## src/rtl/ram256x32_arbiter.sv

```systemverilog
// rtl/ram256x32_arbiter.sv - two-master round-robin sequencer in front of a single-port 256x32 RAM
// Optional grant counters: define RAMARB_STATS_EN to add gnt_cnt0/gnt_cnt1.
module ram256x32_arbiter #(
    parameter int AW     = 8,
    parameter int DW     = 32,
    parameter int RD_LAT = 1
) (
    input  logic          clk,
    input  logic          rst_n,
    input  logic          req0,
    input  logic          we0,
    input  logic [AW-1:0] addr0,
    input  logic [DW-1:0] wdata0,
    input  logic          req1,
    input  logic          we1,
    input  logic [AW-1:0] addr1,
    input  logic [DW-1:0] wdata1,
    output logic          gnt0,
    output logic          gnt1,
    output logic          rvalid0,
    output logic          rvalid1,
    output logic [DW-1:0] rdata0,
    output logic [DW-1:0] rdata1,
`ifdef RAMARB_STATS_EN
    output logic [15:0]   gnt_cnt0,
    output logic [15:0]   gnt_cnt1,
`endif
    output logic [AW-1:0] ram_addr,
    output logic [DW-1:0] ram_din,
    output logic          ram_rw,
    input  logic [DW-1:0] ram_dout
);

    typedef enum logic [1:0] {IDLE = 2'd0, WRITE = 2'd1, READ = 2'd2} state_t;

    // The read stays in READ for RD_LAT+1 edges: RD_LAT for the RAM, one to capture Dout.
    localparam logic [2:0] LAT = 3'(RD_LAT);

    state_t     state;
    state_t     state_nxt;
    logic       last;
    logic       rd_port;
    logic [2:0] rd_cnt;

    logic       take;
    logic       win;
    logic       win_we;
    logic       rd_done;

    always_ff @(posedge clk) begin
        if (!rst_n) begin
            state <= IDLE;
        end else begin
            state <= state_nxt;
        end
    end

    always_comb begin
        state_nxt = state;
        case (state)
            IDLE:    if (take) state_nxt = win_we ? WRITE : READ;
            WRITE:   state_nxt = IDLE;
            READ:    if (rd_done) state_nxt = IDLE;
            default: state_nxt = IDLE;
        endcase
    end

    // Winner: a lone requester wins; on a tie the master that did not win last time.
    always_comb begin
        take    = 1'b0;
        win     = 1'b0;
        win_we  = 1'b0;
        rd_done = 1'b0;
        if (state == IDLE && (req0 || req1)) begin
            take   = 1'b1;
            win    = (req0 && req1) ? ~last : req1;
            win_we = win ? we1 : we0;
        end
        if (state == READ && rd_cnt == LAT) begin
            rd_done = 1'b1;
        end
    end

    always_ff @(posedge clk) begin
        if (!rst_n) begin
            last     <= 1'b1;
            rd_port  <= 1'b0;
            rd_cnt   <= 3'd0;
            ram_addr <= '0;
            ram_din  <= '0;
            ram_rw   <= 1'b0;
            gnt0     <= 1'b0;
            gnt1     <= 1'b0;
            rvalid0  <= 1'b0;
            rvalid1  <= 1'b0;
            rdata0   <= '0;
            rdata1   <= '0;
        end else begin
            gnt0    <= 1'b0;
            gnt1    <= 1'b0;
            rvalid0 <= 1'b0;
            rvalid1 <= 1'b0;
            if (take) begin
                ram_addr <= win ? addr1 : addr0;
                ram_din  <= win ? wdata1 : wdata0;
                ram_rw   <= win_we;
                gnt0     <= ~win;
                gnt1     <= win;
                last     <= win;
                rd_port  <= win;
                rd_cnt   <= 3'd0;
            end
            if (state == WRITE) begin
                ram_rw <= 1'b0;
            end
            if (state == READ) begin
                if (rd_done) begin
                    if (rd_port) begin
                        rdata1  <= ram_dout;
                        rvalid1 <= 1'b1;
                    end else begin
                        rdata0  <= ram_dout;
                        rvalid0 <= 1'b1;
                    end
                end else begin
                    rd_cnt <= rd_cnt + 3'd1;
                end
            end
        end
    end

`ifdef RAMARB_STATS_EN
    always_ff @(posedge clk) begin
        if (!rst_n) begin
            gnt_cnt0 <= 16'd0;
            gnt_cnt1 <= 16'd0;
        end else if (take) begin
            if (!win && gnt_cnt0 != 16'hFFFF) gnt_cnt0 <= gnt_cnt0 + 16'd1;
            if (win && gnt_cnt1 != 16'hFFFF)  gnt_cnt1 <= gnt_cnt1 + 16'd1;
        end
    end
`endif

endmodule

```

## config.mk

```make
export PLATFORM = sky130hd
export DESIGN_NAME = ram256x32_arbiter
export DESIGN_NICKNAME = d
export VERILOG_FILES = /design/src/rtl/ram256x32_arbiter.sv
export SDC_FILE = /design/constraint.sdc
export NUM_CORES = 1
export LEC_CHECK = 0
export CORE_ASPECT_RATIO = 1.2
export CORE_UTILIZATION = 26
export CTS_CLUSTER_DIAMETER = 150
export DETAILED_ROUTE_END_ITERATION = 10
export GPL_TIMING_DRIVEN = 0
export PLACE_DENSITY = 0.55
export SETUP_SLACK_MARGIN = 0.3
export SYNTH_ARGS = -nofsm -noshare
export SYNTH_HDL_FRONTEND = slang
export SYNTH_SLANG_ARGS = --single-unit
```

## constraint.sdc

```tcl
create_clock -name clk -period 1.98 [get_ports clk]
set_clock_uncertainty 0.05 [all_clocks]
set_input_delay 0.495 -clock clk [delete_from_list [all_inputs] [get_ports clk]]
set_output_delay 0.495 -clock clk [all_outputs]
set_load 0.1 [all_outputs]
```

==> results.yml, run 1 <==
global_route:
  grt_max_degree: 17
  grt_pass1_wl_mm: 27.6
  grt-ovfl-total: 0
  grt_usage_pct: 17.9
  grt_pass1_vias: 5206
  antenna_found_initial: 0
cells_and_area:
  drive_above_1_share_pct: 29.2
  layout_commonest_cell: "buf_4"
  fin_nets: 942
  area_growth_pct: 65.2
  antenna_cells: 0
  final_cell_mix: "buf_4, clkdlybuf4s50_1, dfxtp_1"
floorplanning:
  die_h_microns: 153
  rows: 55
  io_pins: 227
  coreArea_sq_um: 18800
  die_w_microns: 128
  start_util_pct: 26.5
  fp.dieArea_sq_um: 19700
status:
  status: "finished clean"
hold_path:
  worstHoldPathCells: 2
  hold_path_class: "register to register"
  hold_end: "ram_din[31]$_SDFFE_PN0P_"
  hp-start: "ram_din[31]$_SDFFE_PN0P_"
yosys:
  yosysWarnings: 0
  synth-edff-count: 0
  syn_nets: 689
  synth_seq_cells: 116
  syn_avg_cell_area_sq_um: 8.73
  synthArstFlopShare_pct: 0
  syn_area_sq_um: 4970
  synth_cells: 569
  ys.flop_type: "dfxtp_1"
  yosys.cell_types.count: 33
  ys_seq_area_share_pct: 46.7
placement:
  preCtsSetupSlack_ns: -0.470
  port_buffers: 226
  place_congestion: 0.765
  hpwl_mm: 13.0
detailed_routing:
  wl_mm: 17.6
  wire_per_inst_microns: 16.1
  antenna_left: 0
  drtIter0Drc: 180
  drc_errors: 0
  via_per_inst: 4.67
  vias: 5095
  dr.pass1.iters: 4
sta:
  final_max_slew_viol_count: 0
  finalCritPeriodShare_pct: 89.8
  fin_ws_ns: 0.202
  finalSetupViolations: 0
  relSlewSlack_pct: 65.6
  finalCriticalPeriod_ns: 1.78
  worst_pin_slew_ns: 0.516
  rsz0062_at_grt: "yes"
  fmax_mhz: 563
  hold_violations: 0
setup_path:
  rr_worst_depth: 6
  required_ns: 2.25
  ff2ff_setup_slack_ns: 0.20
  crit_arrival_ns: 2.05
  r2r-end: "ram_din[15]$_SDFFE_PN0P_"
  start_kind: "register"
  worstSetupPathType: "register to register"
  reg2reg_from: "state[0]$_SDFFE_PN0P_"
  cp_max_fo: 8
  crit_path_end_kind: "register"
clocking:
  h-tree-depth: 4
  clkTransAtPathRegs_ns: 0.06
  clk_latency_ns: 0.41
  cts_num_sinks: 116
  cts_buffers: 17
  ctsHoldBuffers: 0
  clock_path_buffers: 2
  cts_root_buffer: "clkbuf_16"
  cts_tree: "built"
pwr:
  p_leak_nw: 3.16
  power_mw: 7.97
  ir_worst_vdd_v: 0.000572
  powerDensity_nw_per_um2: 971
flow_run:
  cap_violations: 0
[layout make-up]
| type | instances | area, sq um |
|---|---|---|
| Buffer | 58 | 414 |
| Fill cell | 1958 | 10600 |
| Clock buffer | 17 | 425 |
| Timing Repair Buffer | 234 | 2070 |
| Clock inverter | 15 | 148 |
| Inverter | 43 | 164 |
| Multi-Input combinational cell | 352 | 2330 |
| Tap cell | 256 | 320 |
| Sequential cell | 116 | 2330 |
[power by group]
group	internal (mW)	total [mW]	leakage (nW)	switching, mW
registers	2.48	2.57	0.946	0.0838
clock network	1.76	2.98	0.278	1.22
logic	0.778	2.42	1.93	1.64
total	5.02	7.97	3.16	2.95
[flip-flops by register name (all words and copies together) (netlist names)]
| signal | count |
|---|---|
| gnt0 | 1 |
| gnt1 | 1 |
| last | 1 |
| ram_addr | 8 |
| ram_din | 32 |
| ram_rw | 1 |
| rd_cnt | 3 |
| rd_port | 1 |
| rdata0 | 32 |
| rdata1 | 32 |
| rvalid0 | 1 |
| rvalid1 | 1 |
| state | 2 |
[worst max path at each step]
stage | from | to | slack, ns
detailed placement | req1 | ram_addr[4]$_SDFFE_PN0P_ | -0.47
floorplan | state[0]$_SDFFE_PN0P_ | ram_din[10]$_SDFFE_PN0P_ | 0.30
CTS | state[0]$_SDFFE_PN0P_ | ram_din[8]$_SDFFE_PN0P_ | 0.20
global route | state[0]$_SDFFE_PN0P_ | ram_din[20]$_SDFFE_PN0P_ | 0.17
finish | state[0]$_SDFFE_PN0P_ | ram_din[15]$_SDFFE_PN0P_ | 0.20
global placement | req1 | ram_addr[4]$_SDFFE_PN0P_ | -0.45
[stage by stage]
step	std cells	util, %	TNS (ns)	hold WS [ns]	area (sq um)
2_1_floorplan	569	-	0	0.424	4970
3_3_place_gp	1051	40.2	-20.33	0.394	7550
3_5_place_dp	1051	40.2	-21.71	0.394	7550
4_1_cts	1089	42.7	0	0.404	8020
5_1_grt	1091	43.7	0	0.429	8210
6_report	1091	43.7	0	0.405	8210
[Yosys cell counts, types with 2 or more instances]
| master | instances | area share (%) |
|---|---|---|
| a21oi_1 | 108 | 11 |
| o32ai_1 | 3 | 0.53 |
| o21ai_0 | 66 | 6.6 |
| buf_1 | 3 | 0.23 |
| dfxtp_1 | 116 | 47 |
| clkbuf_1 | 45 | 3.4 |
| ha_1 | 2 | 0.50 |
| o32ai_2 | 37 | 12 |
| inv_1 | 42 | 3.2 |
| or3_1 | 4 | 0.50 |
| buf_6 | 3 | 0.68 |
| nor2_1 | 46 | 3.5 |
| o221ai_1 | 2 | 0.35 |
| buf_2 | 4 | 0.40 |
| nor3_1 | 3 | 0.30 |
| buf_8 | 3 | 0.91 |
| nor2b_1 | 2 | 0.25 |
| nand3_1 | 65 | 6.5 |
[critical path: stages (launching register included)]
cell       delay, ns
dfxtp_4         0.34
or2_1           0.23
buf_6           0.12
or3_4           0.39
buf_12          0.16
clkbuf_16       0.16
o32ai_2         0.25
[cell families (layout without fill, tap and decap cells)]
group	after synthesis	in the layout	share of synthesized area, %
AOI/OAI and AO/OA	223	223	31.7
DFF	116	116	46.7
buffers and inverters	101	367	8.86
and+or+nand+nor	126	126	12.0
muxes	1	1	0.201
adders and majority gates	2	2	0.503
[per-layer routing]
layer / share of wire [%] / track usage (%)
met5: 0 / 0
met4: 1.1 / 5.88
met3: 8.3 / 6.16
met2: 49 / 30.4
met1: 42 / 20.7
[timing repair]
action	in CTS	in global routing
pin swaps	3	15
setup endpoints to repair	215	109
buffers inserted	6	1
cloned	0	1
gates resized for setup	704	70
Power figures use the tool's default switching activity.
==> run 2: changes to the inputs <==
- CORE_UTILIZATION: 26 -> 38
- PLACE_DENSITY: 0.55 -> 0.77
- clock period: 1.98 -> 1.5 ns (I/O delays scaled with it)
==> run 2 against run 1 <==
Effect of this change: the flow now finishes with violations (negative setup slack); critical path depth up 1; non-clock buffer count up 48; design area increased by 37%; maximum frequency is 3.4% lower; critical path type unchanged.
==> results.yml, run 2 (same netlist as run 1, synthesis figures left out) <==
status:
  status: "finished with violations"
  violations: "negative setup slack"
detailed_routing:
  wire_per_inst_microns: 24.3
  vias: 6124
  antenna_left: 0
  dr.pass1.iters: 6
  drc_errors: 0
  via_per_inst: 5.85
  drtIter0Drc: 471
  wl_mm: 25.5
cells_and_area:
  drive_above_1_share_pct: 64.1
  area_growth_pct: 127
  instances_no_fill: 1047
  fin_nets: 990
  antenna_cells: 0
  final_cell_mix: "buf_12, clkdlybuf4s50_1, dfxtp_2"
  layout_commonest_cell: "buf_12"
  stdcell_area_sq_um: 11300
  postLayoutCoreUtil_pct: 88.6
  final.fill_count: 517
  reg.largest.list: "ram_din (32), rdata0 (32), rdata1 (32)"
floorplanning:
  rows: 45
  coreArea_sq_um: 12700
  die_w_microns: 106
  die_h_microns: 127
  io_pins: 227
  start_util_pct: 39.1
  fp.dieArea_sq_um: 13500
clocking:
  ctsHoldBuffers: 0
  h-tree-depth: 4
  cts_num_sinks: 116
  clock_path_buffers: 2
  clk_latency_ns: 0.42
  cts_buffers: 17
  cts_root_buffer: "clkbuf_16"
  cts_tree: "built"
  clkTransAtPathRegs_ns: 0.06
pwr:
  power.switching_mw: 4.23
  p_leak_nw: 3.97
  powerDensity_nw_per_um2: 1080
  sw_frac_of_total_pct: 34.7
  power_frac_clock_pct: 37.8
  power_mw: 12.2
  seqPwrFrac_pct: 28.8
  combPwrFrac_pct: 33.4
  internal_power_mw: 7.95
  ir_worst_vdd_v: 0.000789
sta:
  finalSetupViolations: 108
  finalCritPeriodShare_pct: 123
  worst_pin_slew_ns: 0.852
  fin_ws_ns: -0.339
  fin_setup_tns_ns: -19.07
  final_max_slew_viol_count: 0
  hold_violations: 0
  fmax_mhz: 544
  rsz0062_at_grt: "yes"
  finalCriticalPeriod_ns: 1.84
  whs_ns: 0.345
  relSlewSlack_pct: 43.2
global_route:
  grt_pass1_vias: 6097
  grt_max_degree: 17
  grt_pass1_wl_mm: 32.4
  antenna_found_initial: 0
  grt_usage_pct: 30.8
  grt-ovfl-total: 0
setup_path:
  start_kind: "register"
  cp_max_fo: 6
  crit_arrival_ns: 2.11
  crit_path_end_kind: "register"
  worstSetupPathType: "register to register"
  required_ns: 1.77
placement:
  port_buffers: 226
  preCtsSetupSlack_ns: -0.745
  place_congestion: 0.833
  dp_cells: 959
  placed_area_sq_um: 8080
  hpwl_mm: 12.8
flow_run:
  cap_violations: 0
hold_path:
  hold_path_class: "primary input to register"
## run 2: cell count changes in the layout (fill, tap and decap cells not counted), sizes merged
cell          change
buf              +46
bufinv            +4
dlymetal6s2s      -2
dlygate4sd2       +2
clkbuf            +5
clkinv            -2
inv               -5
## run 2: worst max-delay path, cell delays in order (launching register included)
cell and delay [ns]:
dfxtp_4 0.34, buf_4 0.14, buf_6 0.12, and4bb_4 0.37, clkbuf_16 0.19, buf_12 0.15, nand3_4 0.12, a21oi_2 0.26
## run 2: power groups by stage
stage	clock network, mW	registers (mW)	logic [mW]
after floorplan	0	4.70	0.956
after global placement	0	3.46	3.10
after detailed placement	0	3.46	3.13
after CTS	4.58	3.52	3.70
after global routing	4.75	3.53	4.19
final	4.61	3.51	4.06
## run 2: worst paths after layout
check                                                 to                     start  cells past startpoint  slack (ns)
worst max-delay path              rdata0[6]$_SDFFE_PN0P_     state[0]$_SDFFE_PN0P_                      7       -0.34
worst min-delay path                   last$_SDFFE_PN1P_                     rst_n                      2        0.34
worst max register to register    rdata0[6]$_SDFFE_PN0P_     state[0]$_SDFFE_PN0P_                      7       -0.34
worst min register to register  ram_din[20]$_SDFFE_PN0P_  ram_din[20]$_SDFFE_PN0P_                      2        0.44
## run 2: timing repair
action                                  CTS  global route
setup endpoints to repair               225           225
pin swaps                                26            23
gates cloned                              3             7
gates resized for setup                1095           178
endpoints found under the hold margin     0             0
setup buffers                            17            29
## run 2: per-layer routing
layer,up-vias,GRT usage [%],wire [microns]
met5,-,0,0
met4,0,13.6,1210
met3,109,9.34,2020
met2,347,57.1,13200
met1,3022,31.6,9060
li1,2646,-,-
## run 2: final cells by class
class | count | area, sq um | share of cell area (%)
flip-flops and latches | 116 | 2520 | 22.3
multi-input cells | 352 | 3240 | 28.7
inverters | 43 | 164 | 1.45
repair buffers | 282 | 3920 | 34.7
clock inverters | 12 | 201 | 1.79
plain buffers | 58 | 573 | 5.08
clock buffers | 20 | 457 | 4.05
well taps | 164 | 205 | 1.82
